File: src/rtl/hazard_unit_mc.sv
// ---------------------------------------------------------------------------
// hazard_unit_mc
//   Hazard unit for the 5-stage (F/D/E/M/W) pipelined ARM core.
//   Handles EX-stage operand forwarding from M and W, load-use stalls,
//   PC-write / branch flushes, and holds multi-cycle multiply/divide ops in
//   E for MUL_LAT cycles while M receives bubbles.
//
//   The PC register (PC_REG) reads as PC+8, so it is never forwarded and
//   never takes part in load-use matching.
//
// Parameters:
//   AW       register address width (2**AW registers)
//   MUL_LAT  total cycles a multi-cycle op occupies E (2..15)
//   PC_REG   register index of the PC
//
// Ports:
//   clk, reset                   clock (rising edge), async active-high reset
//   RA1D, RA2D                   source registers in D
//   RA1E, RA2E                   source registers in E
//   WA3E, WA3M, WA3W             destination registers in E/M/W
//   RegWriteM, RegWriteW         destination write enables in M/W
//   MemtoRegE                    E holds a load
//   PCSrcD/E/M/W                 stage writes the PC
//   BranchTakenE                 branch in E resolved taken
//   MulStartE                    E holds a multi-cycle op
//   ForwardAE, ForwardBE         00 regfile, 01 W result, 10 M result
//   StallF, StallD, StallE       hold F/D/E pipeline registers
//   FlushD, FlushE, FlushM       bubble D/E/M pipeline registers
//   MulBusy                      multi-cycle FSM is in BUSY
//   MulDone                      final E cycle of a multi-cycle op
//
// Optional feature (macro HAZARD_PERF_EN):
//   StallCnt (32 bit)  cycles with StallF=1, saturating
//   MulCnt   (16 bit)  number of MulDone pulses, wrapping
// ---------------------------------------------------------------------------
module hazard_unit_mc #(
    parameter int AW      = 4,
    parameter int MUL_LAT = 4,
    parameter int PC_REG  = 15
) (
    input  logic          clk,
    input  logic          reset,
    input  logic [AW-1:0] RA1D,
    input  logic [AW-1:0] RA2D,
    input  logic [AW-1:0] RA1E,
    input  logic [AW-1:0] RA2E,
    input  logic [AW-1:0] WA3E,
    input  logic [AW-1:0] WA3M,
    input  logic [AW-1:0] WA3W,
    input  logic          RegWriteM,
    input  logic          RegWriteW,
    input  logic          MemtoRegE,
    input  logic          PCSrcD,
    input  logic          PCSrcE,
    input  logic          PCSrcM,
    input  logic          PCSrcW,
    input  logic          BranchTakenE,
    input  logic          MulStartE,
    output logic [1:0]    ForwardAE,
    output logic [1:0]    ForwardBE,
    output logic          StallF,
    output logic          StallD,
    output logic          StallE,
    output logic          FlushD,
    output logic          FlushE,
    output logic          FlushM,
    output logic          MulBusy,
    output logic          MulDone
`ifdef HAZARD_PERF_EN
    ,
    output logic [31:0]   StallCnt,
    output logic [15:0]   MulCnt
`endif
);

    localparam logic [AW-1:0] PC_IDX   = AW'(PC_REG);
    // The start cycle is spent in IDLE, and the final cycle at cnt==0,
    // so BUSY is entered with MUL_LAT-2 remaining hold cycles.
    localparam logic [3:0]    CNT_INIT = 4'(MUL_LAT - 2);

    typedef enum logic {
        IDLE,
        BUSY
    } state_t;

    state_t     state;
    state_t     state_next;
    logic [3:0] cnt;
    logic [3:0] cnt_next;

    logic       mul_hold;
    logic       ldr_stall_d;
    logic       pc_wr_pending_f;

    // ---------------- forwarding ----------------
    always_comb begin
        ForwardAE = 2'b00;
        if (RegWriteM && (RA1E == WA3M) && (RA1E != PC_IDX))
            ForwardAE = 2'b10;
        else if (RegWriteW && (RA1E == WA3W) && (RA1E != PC_IDX))
            ForwardAE = 2'b01;

        ForwardBE = 2'b00;
        if (RegWriteM && (RA2E == WA3M) && (RA2E != PC_IDX))
            ForwardBE = 2'b10;
        else if (RegWriteW && (RA2E == WA3W) && (RA2E != PC_IDX))
            ForwardBE = 2'b01;
    end

    // ---------------- load-use / PC write ----------------
    assign ldr_stall_d = MemtoRegE &&
                         (((RA1D == WA3E) && (RA1D != PC_IDX)) ||
                          ((RA2D == WA3E) && (RA2D != PC_IDX)));

    assign pc_wr_pending_f = PCSrcD | PCSrcE | PCSrcM;

    // ---------------- multi-cycle FSM ----------------
    always_ff @(posedge clk or posedge reset) begin
        if (reset) begin
            state <= IDLE;
            cnt   <= '0;
        end else begin
            state <= state_next;
            cnt   <= cnt_next;
        end
    end

    always_comb begin
        state_next = state;
        cnt_next   = cnt;
        mul_hold   = 1'b0;
        MulDone    = 1'b0;
        unique case (state)
            IDLE: begin
                // A taken branch in the same cycle wins; the op is squashed.
                if (MulStartE && !BranchTakenE) begin
                    mul_hold   = 1'b1;
                    state_next = BUSY;
                    cnt_next   = CNT_INIT;
                end
            end
            BUSY: begin
                // MulStartE is the same held instruction here and is ignored.
                if (cnt != '0) begin
                    mul_hold = 1'b1;
                    cnt_next = cnt - 4'd1;
                end else begin
                    MulDone    = 1'b1;
                    state_next = IDLE;
                end
            end
            default: begin
                state_next = IDLE;
                cnt_next   = '0;
            end
        endcase
        // While reset is asserted the hold and done indications are
        // suppressed so every output follows the inputs directly.
        if (reset) begin
            mul_hold = 1'b0;
            MulDone  = 1'b0;
        end
    end

    // ---------------- control outputs ----------------
    assign StallF  = ldr_stall_d | pc_wr_pending_f | mul_hold;
    assign StallD  = ldr_stall_d | mul_hold;
    assign StallE  = mul_hold;
    assign FlushM  = mul_hold;
    assign FlushD  = (pc_wr_pending_f | PCSrcW | BranchTakenE) & ~mul_hold;
    assign FlushE  = (ldr_stall_d | BranchTakenE) & ~mul_hold;
    assign MulBusy = (state == BUSY);

`ifdef HAZARD_PERF_EN
    always_ff @(posedge clk or posedge reset) begin
        if (reset) begin
            StallCnt <= '0;
            MulCnt   <= '0;
        end else begin
            if (StallF && (StallCnt != '1))
                StallCnt <= StallCnt + 32'd1;
            if (MulDone)
                MulCnt <= MulCnt + 16'd1;
        end
    end
`endif

endmodule

File: config.mk
export PLATFORM = sky130hd
export DESIGN_NAME = hazard_unit_mc
export DESIGN_NICKNAME = d
export VERILOG_FILES = /design/src/rtl/hazard_unit_mc.sv
export SDC_FILE = /design/constraint.sdc
export NUM_CORES = 1
export LEC_CHECK = 0
export ABC_AREA = 1
export BUFFER_PORTS_ARGS = -buffer_cell sky130_fd_sc_hd__buf_4
export CAP_MARGIN = 10
export CORE_UTILIZATION = 37
export CTS_CLUSTER_DIAMETER = 80
export CTS_CLUSTER_SIZE = 12
export DETAILED_ROUTE_END_ITERATION = 16
export GPL_TIMING_DRIVEN = 0
export PLACE_DENSITY = 0.76
export SETUP_SLACK_MARGIN = 0.4
export SLEW_MARGIN = 0
export SYNTH_ARGS = -nofsm -noshare
export SYNTH_HDL_FRONTEND = slang
export SYNTH_SLANG_ARGS = --single-unit
File: constraint.sdc
create_clock -name clk -period 1.5 [get_ports clk]
set_clock_uncertainty 0.2 [all_clocks]
set_input_delay 0.15 -clock clk [delete_from_list [all_inputs] [get_ports clk]]
set_output_delay 0.15 -clock clk [all_outputs]
set_load 0.005 [all_outputs]
After elaboration in Yosys (flattened, before gate mapping)
Cells that the tools add are included.

storage, ports and cells
  bits in registers = 5
  bits of input ports = 39
  output and inout port bits = 12
  logic and storage cells = 57

cells by class
  $add $sub $neg = 1
  eq/ne operators = 12
  muxes and demuxes = 14
  bitwise logic cells = 12
  reductions and logical operators = 16

operators by type and width
  cell                   count
  $eq A4 B4 Y1           6
  $ne A4 B4 Y1 const B   4
  $logic_and A1 B1 Y1    12
  $mux W1                8
  $mux W4                2
  $or A1 B1 Y1           8
  $pmux W4 S2            1
  $mux W2                2
  $reduce_bool A4 Y1     1
  $sub A4 B1 Y4 const B  1
  $and A1 B1 Y1          2
  $ne A2 B1 Y1 const B   1
  $ne A2 B2 Y1 const B   1
  $not A1 Y1             2
  $pmux W1 S2            1
  $reduce_and A2 Y1      1
  $logic_not A1 Y1       1
  $logic_or A1 B1 Y1     1

Longest topological paths before layout
Gate-level depths: netlist (run 1).

  depth after elaboration = 7
  gate-level depth with buffers = 8
  mapped depth without buffers = 8

Least setup slack after synthesis (run 1)
OpenSTA, ideal clock, no wires.

  kind = register -> output
  start = reg cnt[0]
  end = out FlushD
  data arrival time = 1,089 ps
  data required time = 1,150 ps
  path slack = 61 ps
  cell stages (with the launch flop) = 9
  buffers on the path = 0
  cells stage by stage = dfrtp_1 > inv_1 > ha_1 > nand4_2 > nand2_2 > nor2_4 > inv_2 > o31ai_1 > inv_1

between the ends
  word-level cells in the longest chain between the ends = 6

RTL lines
  item                    RTL line  text
  from (decl)             88        logic [3:0] cnt;
  from (signal assigned)  124       cnt <= cnt_next;
  $reduce_bool A4 Y1      144       if (cnt != '0) begin
  $mux W1                 144
  $pmux W1 S2             133       unique case (state)
  $mux W1                 159       if (reset) begin
  net FlushM              66        output logic FlushM,
  $not A1 Y1              170       assign FlushD = (pc_wr_pending_f | PCSrcW | BranchTakenE) & ~mul_hold;
  $and A1 B1 Y1           170
  to (decl)               64        output logic FlushD,

The timed path passes the listed nets, and every way through them passes these cells.

Worst setup path in the final report (run 1)
  start = reg cnt[1]
  end = out FlushD

between the ends
  word-level cells in the longest chain between the ends = 6

RTL lines
  item                RTL line
  $reduce_bool A4 Y1  144
  $mux W1             144
  $pmux W1 S2         133
  $mux W1             159
  $not A1 Y1          170
  $and A1 B1 Y1       170

No other way between the ends.

==> results of run 1 <==
## where the power goes
part | leakage [nW] | total (mW) | internal, mW | switching (mW)
Combinational | 0.748 | 1.31 | 0.649 | 0.661
Sequential | 0.0593 | 0.254 | 0.200 | 0.0540
Clock | 0.0177 | 0.172 | 0.0976 | 0.0747
## state kept, by name, summed over array words and instances (netlist names)
name and cells:
MulBusy 1, cnt 4
## cell usage in the layout, fill, tap and decap left out, types with 2 or more instances in the layout
cell / count
buf_8: 5
a21oi_1: 2
nor2_4: 3
nand2_1: 28
clkbuf_4: 3
nand2_2: 4
inv_2: 7
nand3_1: 6
dfrtp_1: 4
nor2_1: 14
nand4_1: 5
o21ai_1: 2
buf_6: 11
inv_1: 16
nand2_4: 2
xnor2_2: 2
inv_4: 3
xor2_1: 9
buf_4: 49
## per-layer routing
| layer | global-route usage (%) | share of wire [%] | wire length, um | vias up |
|---|---|---|---|---|
| met5 | 0 | 0 | 0 | - |
| met4 | 9.14 | 4.6 | 182 | 0 |
| met3 | 8.85 | 9.2 | 362 | 18 |
| met2 | 52.5 | 50 | 1970 | 80 |
| met1 | 25.7 | 36 | 1400 | 551 |
| li1 | - | - | - | 541 |
## how the worst min path moves through the flow
stage	cells past startpoint	start	end	slack, ns
5_1_grt	3	reset	cnt[3]	0.21
3_5_place_dp	2	reset	cnt[3]	-0.10
3_3_place_gp	2	reset	cnt[3]	-0.11
2_1_floorplan	1	reset	MulBusy	-0.27
4_1_cts	3	reset	cnt[1]	0.18
6_report	3	reset	cnt[3]	0.20
## through the flow
stage | setup slack, ns | util (%) | area (um^2)
2_1_floorplan | 0.148 | - | 773
3_3_place_gp | -0.0168 | 65.5 | 1180
3_5_place_dp | -0.0280 | 65.5 | 1180
4_1_cts | -0.211 | 76.7 | 1380
5_1_grt | -0.346 | 84.7 | 1530
6_report | -0.290 | 84.7 | 1530
## cells by family (layout without fill, tap and decap cells)
logic type               count (synthesis)  after routing  synth area share, %
buffers and inverters                   28             97                 14.6
AND/OR/NAND/NOR                         68             68                 40.9
AO/OA/AOI/OAI                           12             12                 10.4
adder cells (fa/ha/maj)                  2              2                 3.35
flip-flops                               5              5                 16.8
XOR/XNOR                                12             12                 14.1
## worst max-delay path, stage by stage, from the launching register on
cell and delay, ns:
dfrtp_1 0.35, inv_2 0.06, ha_4 0.17, nand4_4 0.07
nand2_4 0.07, nor2_4 0.13, inv_2 0.06, o31ai_1 0.06
inv_1 0.09, buf_6 0.12
## what timing repair did
| action | CTS | global route |
|---|---|---|
| pin swaps | 12 | 13 |
| hold endpoints to repair | 5 | 0 |
| hold buffers | 1 | 0 |
| setup endpoints to repair | 17 | 17 |
| buffers inserted | 10 | 4 |
| gates resized for setup | 28 | 31 |
## cell type report
class | count | area (um^2) | share of cell area (%)
flip-flops and latches | 5 | 126 | 8.29
inverters | 27 | 116 | 7.63
well taps | 25 | 31.3 | 2.05
clock buffers | 3 | 22.5 | 1.48
plain buffers | 1 | 7.51 | 0.492
multi-input cells | 94 | 647 | 42.4
clock inverters | 1 | 5.00 | 0.328
repair buffers | 65 | 569 | 37.3
==> summary.txt, run 1 <==
Status = finished, violations left
Failing checks = setup timing
Die ar. = 2200 um^2
Final Max Slew Viols = 0
Cell with the most instances after synthesis = nand2_1
Slew Limit Headroom = 79.4%
Netlist cell types = 24
CTS tree = yes
Hpwl dp = 1940 um
Reg2reg start = cnt[0]
Syn. warnings = 0
FMAX = 559 MHz
Layout Cells excl Fill = 221
Synth area leader = dfrtp_1
Arrival time at the worst endpoint = 1.44 ns
Vias after detailed routing = 1,190
Final nets = 238
WHS = 0.195 ns
Grt total ovfl = 0
Unrepaired setup endpoints after global routing = true
Final Cycle Share = 119%
Fraction of registers with async set/reset = 100%
Maximum VDD drop = 1.31 mV
Core area = 1800 um^2
DRC violations left = 0
Tightest Pin Transition = 0.307 ns
Yosys reg bits = 5
Syn Area/Cell = 5.88 um^2
Mapped cell area = 747 um^2
Starting density of the core = 41.5%
Setup ws final = -0.290 ns
Clock sink total = 5
Avg Vias per Cell = 5.38
Worst EP required = 1.15 ns
Worst-skew pair later-pin latency = 0.25 ns
Largest net degree at the start of global routing = 6
Syn_nets = 168
Flop-to-flop setup slack = -0.04 ns
R2R cell count = 9
CTS root buf = clkbuf_4
Most common flop cell mapped by yosys = dfrtp_1
Max cap viols = 0
Dpl cells = 202
Worst-path clk slew = 0.06 ns
H-tree depth = 1
Seq/Total Area, Yosys = 16.8%
Post-synth top area share = 16.8%
Drt first pass iters = 4
Largest cells by area after synthesis = dfrtp_1 17%, nand2_1 16%, inv_1 12%
Die extent in x = 46.9 um
Port buffer count = 50
Diodes inserted = 0
RR Endpoint = cnt[2]
Gpl congestion = 0.892
Per-cell routed wire length = 17.7 um
Setup_tns = -1.57 ns
Share of cells above drive strength 1 = 53.1%
Hold Path Class = input port to async pin
Number of global-route vias before repair = 1,017
Final wirelength = 3920 um
Critical Path Fanout Max = 4
Hold Vio Cnt, Final = 0
Initial antenna violation count = 0
Fillers = 109
Post-synth EDFFs = 0
Crit path launch = cnt[1]
Crit Path Class = register to output pin
Post-route minimum period = 1.79 ns
Area growth syn-to-layout = 104%
Chip Height = 46.9 um
IO Pins = 51
Cells after synthesis = 127
Clk buf depth = 2
P_leak = 0.825 nW
Post-synth top cells = 32 x nand2_1, 24 x inv_1, 17 x nor2_1
Total design power = 1.74 mW
Critical Path Sink = FlushD
Crit. End Element = output pin
Tot GR Track Use = 26.8%
CTS Buf Count = 3
Crit start category = register
DR iter-0 viols = 40
Final ANT Viol Nets = 0
First-pass GRT wire length = 4080 um
Final setup fails = 8
Pwr/cell area = 1140 nW/um^2
Core Rows = 15
(Power assumes the default switching activity.)
==> run 2: changes to the inputs <==
- SKIP_LAST_GASP: unset -> 1
==> run 2 against run 1 <==
  * The run still ends with setup timing left
  * Utilization is 0.49 points higher
  * Setup slack lost 0.095 ns
  * Cell count is 3.2% higher
  * Sequential share of layout area barely moved
  * Non-clock buffer count is 7 higher
  * Critical path type unchanged
  * Largest power group unchanged
  * Highest routed layer unchanged
==> summary.txt, run 2 (synthesis gave the netlist of run 1 again) <==
DR iter-0 viols = 56
Switch share = 44.5%
Worst EP required = 1.15 ns
Worst-path clk slew = 0.07 ns
P_leak = 0.838 nW
Vias after detailed routing = 1,234
Final Max Slew Viols = 0
Final Cycle Share = 126%
R2R cell count = 8
Max cap viols = 0
CTS root buf = clkbuf_4
Share of cells above drive strength 1 = 54.7%
Placed inst area = 1180 um^2
Setup_tns = -2.59 ns
Largest net degree at the start of global routing = 6
Post-route minimum period = 1.88 ns
Reg2reg start = cnt[3]
Port buffer count = 50
Largest register FFs = 4
Tightest Pin Transition = 0.309 ns
Crit. End Element = output pin
Pwr/cell area = 1170 nW/um^2
Chip Height = 46.9 um
Diodes inserted = 0
Final wirelength = 3990 um
Largest Register = cnt
Die ar. = 2200 um^2
Arrival time at the worst endpoint = 1.53 ns
Slew Limit Headroom = 79.3%
Avg Vias per Cell = 5.41
Final nets = 245
Unrepaired setup endpoints after global routing = true
Hpwl dp = 1940 um
Commonest cells after routing, fill and taps aside = 59 x buf_4, 29 x nand2_1, 16 x inv_1, 13 x nor2_1, 10 x buf_6
Commonest non-fill, non-tap cell in the layout = buf_4
Total design power = 1.80 mW
H-tree depth = 1
Critical Path Fanout Max = 4
CTS tree = yes
Clk pwr share = 10.2%
Comb power frac = 75.9%
Internal = 0.996 mW
Status = finished, violations left
Setup ws final = -0.384 ns
Crit Path Class = register to output pin
Initial antenna violation count = 0
CTS Buf Count = 3
Hold Vio Cnt, Final = 0
IO Pins = 51
Final ANT Viol Nets = 0
DRC violations left = 0
Number of global-route vias before repair = 1,000
Per-cell routed wire length = 17.5 um
Final setup fails = 10
Clock sink total = 5
Core Rows = 15
Core area = 1800 um^2
Drt first pass iters = 4
Die extent in x = 46.9 um
Final instance area = 1530 um^2
Failing checks = setup timing
Grt total ovfl = 0
Gpl congestion = 0.892
Clk buf depth = 2
WHS = 0.194 ns
Starting density of the core = 41.5%
First-pass GRT wire length = 4200 um
Area growth syn-to-layout = 105%
Fillers = 109
Tot GR Track Use = 27.5%
Worst-skew pair later-pin latency = 0.27 ns
Maximum VDD drop = 1.34 mV
FMAX = 531 MHz
Dpl cells = 202
Crit start category = register
Crit path launch = cnt[3]
Hold Path Class = input port to async pin
Layout Cells excl Fill = 228
Sw Pwr = 0.799 mW
Power share of the sequential group = 13.8%
## run 2: cell types whose count changed in the layout (fill, tap and decap cells not counted), sizes merged
cell and delta:
buf +7
## run 2: cell type report
cell class | count | area, um^2 | area share, %
Timing Repair Buffer | 72 | 599 | 39.1
Buffer | 1 | 11.3 | 0.734
Multi-Input combinational cell | 94 | 627 | 40.9
Clock buffer | 3 | 22.5 | 1.47
Inverter | 27 | 111 | 7.26
Sequential cell | 5 | 126 | 8.24
Tap cell | 25 | 31.3 | 2.04
Clock inverter | 1 | 5.00 | 0.326
## run 2: power by group through the flow
stage | logic (mW) | registers (mW) | clock network [mW]
after floorplan | 0.442 | 0.239 | 0
after global placement | 0.692 | 0.243 | 0
after detailed placement | 0.711 | 0.245 | 0
after CTS | 0.975 | 0.239 | 0.161
after global routing | 1.43 | 0.254 | 0.192
final | 1.36 | 0.249 | 0.183
## run 2: repair_timing
action | 4_1_cts | 5_1_grt
resized for setup | 27 | 21
endpoints found under the setup margin | 17 | 17
setup buffers | 10 | 11
hold endpoints to repair | 5 | 0
hold buffers | 1 | 0
pin swaps | 12 | 12
## run 2: critical path, cell delays in order (launching register included)
cell and delay, ns:
dfrtp_1 0.39, inv_1 0.13, nand4_4 0.14, nand2_4 0.07
nor2_4 0.16, inv_2 0.07, o31ai_2 0.06, inv_1 0.11
buf_6 0.13
## run 2: final timing paths
kind	end	slack, ns
worst max-delay path	FlushD	-0.38
worst min-delay path	cnt[3]	0.19
worst max register to register	cnt[2]	-0.09
worst min register to register	cnt[2]	0.46
max in group asynchronous	MulBusy	0.67
min in group clk	MulBusy	0.35
## run 2: per-stage QoR
step	worst slack [ns]	util, %
2_1_floorplan	0.148	-
3_3_place_gp	-0.0168	65.5
3_5_place_dp	-0.0280	65.5
4_1_cts	-0.211	76.3
5_1_grt	-0.419	85.1
6_report	-0.384	85.1
## run 2: metal layers
layer | track usage (%) | wire length (um) | up-vias
met4 | 10.9 | 223 | 0
met3 | 10.0 | 439 | 25
met5 | 0 | 0 | -
met1 | 28.3 | 1460 | 552
li1 | - | - | 554
met2 | 50.3 | 1860 | 103
